## src/rtl/sudoku_pkg.sv

```systemverilog
// sudoku_pkg: state encoding, error codes and default geometry shared by the Sudoku loader.
// Rev 1.0
`default_nettype none

package sudoku_pkg;

  typedef enum logic [1:0] {
    S_IDLE  = 2'd0,
    S_LOAD  = 2'd1,
    S_WRITE = 2'd2,
    S_DONE  = 2'd3
  } state_t;

  localparam logic [1:0] ERR_NONE  = 2'b00;
  localparam logic [1:0] ERR_RANGE = 2'b01;
  localparam logic [1:0] ERR_DUP   = 2'b10;

  localparam int DEFAULT_BOX = 3;

endpackage

`default_nettype wire

```

## src/rtl/sudoku_rc_tracker.sv

```systemverilog
// sudoku_rc_tracker: walks cells in raster order, producing row/col/box indices without division.
// Rev 1.0
`default_nettype none

module sudoku_rc_tracker
  import sudoku_pkg::*;
#(
  parameter int BOX = DEFAULT_BOX,
  parameter int AW  = $clog2(BOX*BOX*BOX*BOX),
  localparam int NW = $clog2(BOX*BOX)
) (
  input  logic          clk,
  input  logic          rst,
  input  logic          clear_i,
  input  logic          advance_i,
  output logic [NW-1:0] row_o,
  output logic [NW-1:0] col_o,
  output logic [NW-1:0] box_o,
  output logic [AW-1:0] idx_o,
  output logic          last_o
);

  localparam int N     = BOX*BOX;
  localparam int CELLS = N*N;
  localparam logic [NW-1:0] C_NMAX = NW'(N-1);
  localparam logic [NW-1:0] C_BMAX = NW'(BOX-1);
  localparam logic [NW-1:0] C_STEP = NW'(BOX);
  localparam logic [AW-1:0] C_LAST = AW'(CELLS-1);

  // cib/rib: position inside the current box; bc_q/br_q: box column and box-row base
  logic [NW-1:0] row_q, col_q, cib_q, rib_q, bc_q, br_q;
  logic [AW-1:0] idx_q;

  always_ff @(posedge clk or negedge rst) begin
    if (!rst) begin
      row_q <= '0; col_q <= '0; cib_q <= '0; rib_q <= '0; bc_q <= '0; br_q <= '0;
      idx_q <= '0;
    end else if (clear_i) begin
      row_q <= '0; col_q <= '0; cib_q <= '0; rib_q <= '0; bc_q <= '0; br_q <= '0;
      idx_q <= '0;
    end else if (advance_i && (idx_q != C_LAST)) begin
      idx_q <= idx_q + 1'b1;
      if (col_q == C_NMAX) begin
        col_q <= '0;
        cib_q <= '0;
        bc_q  <= '0;
        row_q <= row_q + 1'b1;
        if (rib_q == C_BMAX) begin
          rib_q <= '0;
          br_q  <= br_q + C_STEP;
        end else begin
          rib_q <= rib_q + 1'b1;
        end
      end else begin
        col_q <= col_q + 1'b1;
        if (cib_q == C_BMAX) begin
          cib_q <= '0;
          bc_q  <= bc_q + 1'b1;
        end else begin
          cib_q <= cib_q + 1'b1;
        end
      end
    end
  end

  assign row_o  = row_q;
  assign col_o  = col_q;
  assign box_o  = br_q + bc_q;
  assign idx_o  = idx_q;
  assign last_o = (idx_q == C_LAST);

endmodule

`default_nettype wire

```

## src/rtl/sudoku_load_check.sv

```systemverilog
// sudoku_load_check: streams a grid from ROM, checks range/row/col/box rules, then copies it to RAM.
// Rev 1.0
`default_nettype none

module sudoku_load_check
  import sudoku_pkg::*;
#(
  parameter int BOX       = DEFAULT_BOX,
  parameter int AW        = $clog2(BOX*BOX*BOX*BOX),
  parameter int WR_ON_ERR = 0
) (
  input  logic          clk,
  input  logic          rst,
  input  logic          start,
  output logic          ROM_rd,
  output logic [AW-1:0] ROM_A,
  input  logic [7:0]    ROM_Q,
  output logic          RAM_ceb,
  output logic          RAM_web,
  output logic [AW-1:0] RAM_A,
  output logic [7:0]    RAM_D,
  output logic          busy,
  output logic          done,
  output logic [1:0]    err_code,
  output logic [AW-1:0] err_idx
);

  localparam int N     = BOX*BOX;
  localparam int CELLS = N*N;
  localparam int NW    = $clog2(N);
  localparam logic [AW-1:0] C_LAST = AW'(CELLS-1);

  state_t        state_q, state_d;
  logic [AW-1:0] rd_cnt_q, wr_cnt_q;
  logic          rd_end_q, cap_q;
  logic [1:0]    err_code_q, err_code_d;
  logic [AW-1:0] err_idx_q, err_idx_d;
  logic [7:0]    grid_q [CELLS];
  logic [N-1:0]  rowmask_q [N];
  logic [N-1:0]  colmask_q [N];
  logic [N-1:0]  boxmask_q [N];

  logic [NW-1:0] w_row, w_col, w_box;
  logic [AW-1:0] w_idx;
  logic          w_last, w_start_acc, w_range, w_digit, w_dup;
  logic [N-1:0]  w_onehot;

  assign w_start_acc = start && ((state_q == S_IDLE) || (state_q == S_DONE));

  sudoku_rc_tracker #(.BOX(BOX), .AW(AW)) u_tracker (
    .clk      (clk),
    .rst      (rst),
    .clear_i  (w_start_acc),
    .advance_i(cap_q),
    .row_o    (w_row),
    .col_o    (w_col),
    .box_o    (w_box),
    .idx_o    (w_idx),
    .last_o   (w_last)
  );

  // Digit v maps to mask bit v-1; zero is an empty cell and never flags
  always_comb begin
    w_range  = (ROM_Q > 8'(N));
    w_digit  = (ROM_Q != 8'd0) && !w_range;
    w_onehot = w_digit ? (N'(1) << (ROM_Q - 8'd1)) : '0;
    w_dup    = |(w_onehot & (rowmask_q[w_row] | colmask_q[w_col] | boxmask_q[w_box]));
  end

  always_comb begin
    err_code_d = err_code_q;
    err_idx_d  = err_idx_q;
    if (w_start_acc) begin
      err_code_d = ERR_NONE;
      err_idx_d  = '0;
    end else if (cap_q && (err_code_q == ERR_NONE)) begin
      if (w_range) begin
        err_code_d = ERR_RANGE;
        err_idx_d  = w_idx;
      end else if (w_dup) begin
        err_code_d = ERR_DUP;
        err_idx_d  = w_idx;
      end
    end
  end

  always_comb begin
    state_d = state_q;
    ROM_rd  = 1'b0;
    ROM_A   = '0;
    RAM_ceb = 1'b0;
    RAM_web = 1'b1;
    RAM_A   = '0;
    RAM_D   = '0;
    case (state_q)
      S_IDLE, S_DONE: begin
        if (start) state_d = S_LOAD;
      end
      S_LOAD: begin
        ROM_rd = !rd_end_q;
        ROM_A  = rd_end_q ? '0 : rd_cnt_q;
        // The last capture's own error must count toward the write decision
        if (cap_q && w_last)
          state_d = ((err_code_d == ERR_NONE) || (WR_ON_ERR != 0)) ? S_WRITE : S_DONE;
      end
      S_WRITE: begin
        RAM_ceb = 1'b1;
        RAM_web = 1'b0;
        RAM_A   = wr_cnt_q;
        RAM_D   = grid_q[wr_cnt_q];
        if (wr_cnt_q == C_LAST) state_d = S_DONE;
      end
      default: state_d = S_IDLE;
    endcase
  end

  always_ff @(posedge clk or negedge rst) begin
    if (!rst) state_q <= S_IDLE;
    else      state_q <= state_d;
  end

  always_ff @(posedge clk or negedge rst) begin
    if (!rst) begin
      rd_cnt_q   <= '0;
      wr_cnt_q   <= '0;
      rd_end_q   <= 1'b0;
      cap_q      <= 1'b0;
      err_code_q <= ERR_NONE;
      err_idx_q  <= '0;
      for (int i = 0; i < N; i++) begin
        rowmask_q[i] <= '0;
        colmask_q[i] <= '0;
        boxmask_q[i] <= '0;
      end
    end else begin
      err_code_q <= err_code_d;
      err_idx_q  <= err_idx_d;
      cap_q      <= ROM_rd;
      if (w_start_acc) begin
        rd_cnt_q <= '0;
        wr_cnt_q <= '0;
        rd_end_q <= 1'b0;
        for (int i = 0; i < N; i++) begin
          rowmask_q[i] <= '0;
          colmask_q[i] <= '0;
          boxmask_q[i] <= '0;
        end
      end else begin
        if (ROM_rd) begin
          if (rd_cnt_q == C_LAST) rd_end_q <= 1'b1;
          else                    rd_cnt_q <= rd_cnt_q + 1'b1;
        end
        if (RAM_ceb && (wr_cnt_q != C_LAST)) wr_cnt_q <= wr_cnt_q + 1'b1;
        if (cap_q && w_digit && !w_dup) begin
          rowmask_q[w_row] <= rowmask_q[w_row] | w_onehot;
          colmask_q[w_col] <= colmask_q[w_col] | w_onehot;
          boxmask_q[w_box] <= boxmask_q[w_box] | w_onehot;
        end
      end
    end
  end

  always_ff @(posedge clk) begin
    if (w_start_acc) begin
      for (int i = 0; i < CELLS; i++) grid_q[i] <= '0;
    end else if (cap_q) begin
      grid_q[w_idx] <= ROM_Q;
    end
  end

  assign busy     = (state_q == S_LOAD) || (state_q == S_WRITE);
  assign done     = (state_q == S_DONE);
  assign err_code = err_code_q;
  assign err_idx  = err_idx_q;

endmodule

`default_nettype wire
```

## config.mk

```make
export PLATFORM = sky130hd
export DESIGN_NAME = sudoku_load_check
export DESIGN_NICKNAME = d
export VERILOG_FILES = /design/src/rtl/sudoku_pkg.sv /design/src/rtl/sudoku_rc_tracker.sv /design/src/rtl/sudoku_load_check.sv
export SDC_FILE = /design/constraint.sdc
export NUM_CORES = 2
export LEC_CHECK = 0
export ABC_CLOCK_PERIOD_IN_PS = 5000
export CAP_MARGIN = 20
export CORE_UTILIZATION = 61
export CTS_CLUSTER_SIZE = 14
export DETAILED_ROUTE_END_ITERATION = 10
export PLACE_DENSITY_LB_ADDON = 0.2
export SYNTH_ARGS = -nofsm -noshare
export SYNTH_HDL_FRONTEND = slang
export SYNTH_SLANG_ARGS = --single-unit
```

## constraint.sdc

```tcl
create_clock -name clk -period 5 [get_ports clk]
set_input_delay 0.75 -clock clk [delete_from_list [all_inputs] [get_ports clk]]
set_output_delay 0.75 -clock clk [all_outputs]
set_load 0.005 [all_outputs]
```

==> run metrics <==
outcome finished with violations; failing checks design-rule violations; Final Util 69.2%; Ys Warns 0; Slew Viols, Final 0; largest family of logic cells by synthesized area multiplexers; fin nets 4092; WL/cell 26.8 µm; Longest Clk Path Bufs 3; Via density 6.42; clock slew at reported path FFs 60 ps; mux cell area share after synthesis 17.5%; Placement Cell Area 62400 µm²; mapped cell area 59700 µm²; sw frac 31.5%; Buf+Inv Stages, Crit Path 3; cts bufs inserted 137; critical path's top delay family multiplexers; DRT Wirelength 146 mm; Synth top cells by count edfxtp_1 (1024), and2_1 (509), mux4_2 (351); sequential share of power 41.5%; Syn-to-layout area delta 12.2%; chip height 315 µm; Synth Area in XOR/XNOR 0.367%; core footprint 96900 µm²; CP Launch Type register; hold bufs inserted after CTS 0; CP Class register to output pin; ys flop type edfxtp_1; DIE AREA 99100 µm²; RSZ-0062 raised after global routing no; IO Port Bufs 46; cell taking the most area after synthesis edfxtp_1; CP most frequent cell mux4_2; layout cells sized above 1 21.0%; routability cong. 0.909; vias in the first global route 35200; sequential area share after synthesis 64.1%; post-synth cell types 61; compound-gate portion of the synthesized area 3.60%; antenna-violating nets left 0; cells after synthesis 3959; Slowest cell on crit path mux4_2; design area 67000 µm²; Clock Sinks 1325; largest net degree at the start of global routing 128; Hold Path Class primary input to asynchronous set/reset pin; total chip power 35.9 mW; clock share of power 28.2%; Post-synth EDFFs 1024; dpl ws 592 ps; Max Clk Rate 204 MHz; first-pass GRT wire length 222 mm; Synth Register Bits 1325; LEAKAGE 23.9 nW; Setup Skew 31.4 ps; asr flop ratio synth 22.7%; die width 315 µm; Worst R2R Setup Slack 510 ps; Syn Area/Cell 15.1 µm²; setup ws final 86.8 ps; Synth Area in Simple Gates 11.3%; HPWL Detailed 92.7 mm; H-tree depth 4; initial antenna violation count 5; combinational power share 30.3%; crit-path max cell delay 580 ps; period utilization 98.3%; Slew @ Worst Pin 1270 ps; setup_tns 0 ps; Final Hold Viols 0; largest fanout on the critical path 46; Cell Rows 114; max cap viols 0; Internal Power 24.6 mW; minimum clock period 4910 ps; Yosys top cell area share 51.5%; critical-path cell list buf_12 > buf_16 > mux4_2 > mux4_2 > mux4_2 > mux2i_2 > nor2_1 > clkdlybuf4s50_1; Starting Density 61.6%; most frequent cell after synthesis edfxtp_1; Post-Synthesis Net Count 4000; TritonCTS clock tree built; Final Setup Violations 0; CTS Root Buffer Type clkbuf_16; DRC 24; via count 34900; Max-slew headroom 14.7%; PwrDens 536 nW/µm²; P_sw 11.3 mW; CP Capture Type output pin; First-pass DRT Iterations 8; Adder-Cell Fraction of Synth Area 0.642%; clk_lat worst skew 750 ps; GRT Overall Usage 30.2%; CP Data Arrival Time 4160 ps; top area cells in the synthesized netlist edfxtp_1 (52%), mux4_2 (13%), dfrtp_1 (13%); GRT Residual Overflow 0; Worst VDD drop 335 µV; Critical Path RT 4250 ps; IO Pins 47; Iteration-0 DRC Markers 3882
-- state kept, by name, summed over array words and instances, names as in the netlist --
signal,cells
boxmask_q,81
cap_q,1
colmask_q,81
err_code,2
err_idx,7
grid_q,1024
rd_cnt_q,7
rd_end_q,1
rowmask_q,81
state_q,2
u_tracker.bc_q,4
u_tracker.br_q,4
u_tracker.cib_q,4
u_tracker.col_o,4
u_tracker.idx_o,7
u_tracker.rib_q,4
u_tracker.row_o,4
wr_cnt_q,7
-- cells in the final DEF (no fill, tap or decap), types with 21 or more instances in the layout --
cell	netlist	final
mux2i_1	202	200
nor3_1	177	177
o21ai_0	106	106
o22ai_1	26	26
clkbuf_1	250	23
ha_1	29	29
nand3_1	35	33
and3_1	30	30
clkinv_1	1	33
buf_4	14	215
clkdlybuf4s50_1	0	36
nor2b_1	21	21
inv_1	33	32
edfxtp_1	1024	1024
mux2_2	46	46
nor2_1	200	199
clkbuf_16	0	141
dfrtp_1	301	297
clkinv_2	0	21
and2_1	509	509
o2bb2ai_1	63	63
nand2_1	275	273
mux4_2	351	351
a21oi_1	32	32
-- worst register-to-register path: stages, from the launching register on --
cell      delay, ps
dfrtp_1         420
ha_1            250
fa_1            470
xor2_4          430
mux4_2          400
mux2i_1         270
mux2i_1         160
o31a_1          310
or3_1           450
nor4_4          320
buf_12          210
nand4b_1        270
buf_4           280
mux2i_1         130
-- worst paths after layout --
path	start	to	cells after the start
min	rst	colmask_q[11]	1
max	wr_cnt_q[0]	RAM_D[7]	8
min in group clk	ROM_Q[0]	grid_q[96][0]	1
max in group asynchronous	rst	boxmask_q[45]	2
max reg2reg	u_tracker.br_q[0]	rowmask_q[0]	13
min reg2reg	u_tracker.rib_q[3]	u_tracker.rib_q[3]	1
-- per-layer routing --
| layer | global-route usage [%] | part of all wire (%) | up-vias |
|---|---|---|---|
| met4 | 10.6 | 3.2 | 2 |
| li1 | - | - | 15100 |
| met3 | 5.10 | 8.7 | 295 |
| met5 | 0 | 0.0089 | - |
| met2 | 47.2 | 48 | 1659 |
| met1 | 43.6 | 40 | 17800 |
-- power by group through the flow --
stage / clock network, mW / logic (mW) / registers, mW
after global placement: 0 / 10.5 / 15.0
after global routing: 10.6 / 11.4 / 15.1
after floorplan: 0 / 6.68 / 14.8
after detailed placement: 0 / 10.6 / 15.1
final: 10.1 / 10.9 / 14.9
after CTS: 10.2 / 10.8 / 14.9
-- final cells by class --
cell class                      count  area (µm²)
Inverter                           35         134
Antenna cell                        1        2.50
Clock inverter                     79         762
Sequential cell                  1325       38300
Tap cell                         1276        1600
Fill cell                        6346       29900
Clock buffer                      167        3660
Timing Repair Buffer              282        2510
Multi-Input combinational cell   2270       20000
-- metrics by stage --
step                      hold slack (ps)  cells
after floorplan                       446   3959
after global placement                465   5178
after detailed placement              467   5180
after CTS                             132   5431
after global routing                  165   5434
final                                80.4   5435
-- timing repair --
action                     4_1_cts  5_1_grt
gates cloned                     1        0
gates resized for setup          7        3
setup endpoints to repair        5        2
setup buffers                    4        0
-- kinds of logic (layout without fill, tap and decap cells) --
family	Yosys count	in the layout
flops	1325	1325
simple gates	1304	1304
mux	599	599
buf+inv	364	563
compound gates	312	312
fa+ha+maj	30	30
xor+xnor	25	25
other cells	0	1
Note: power is estimated with default switching activity, not from simulation.
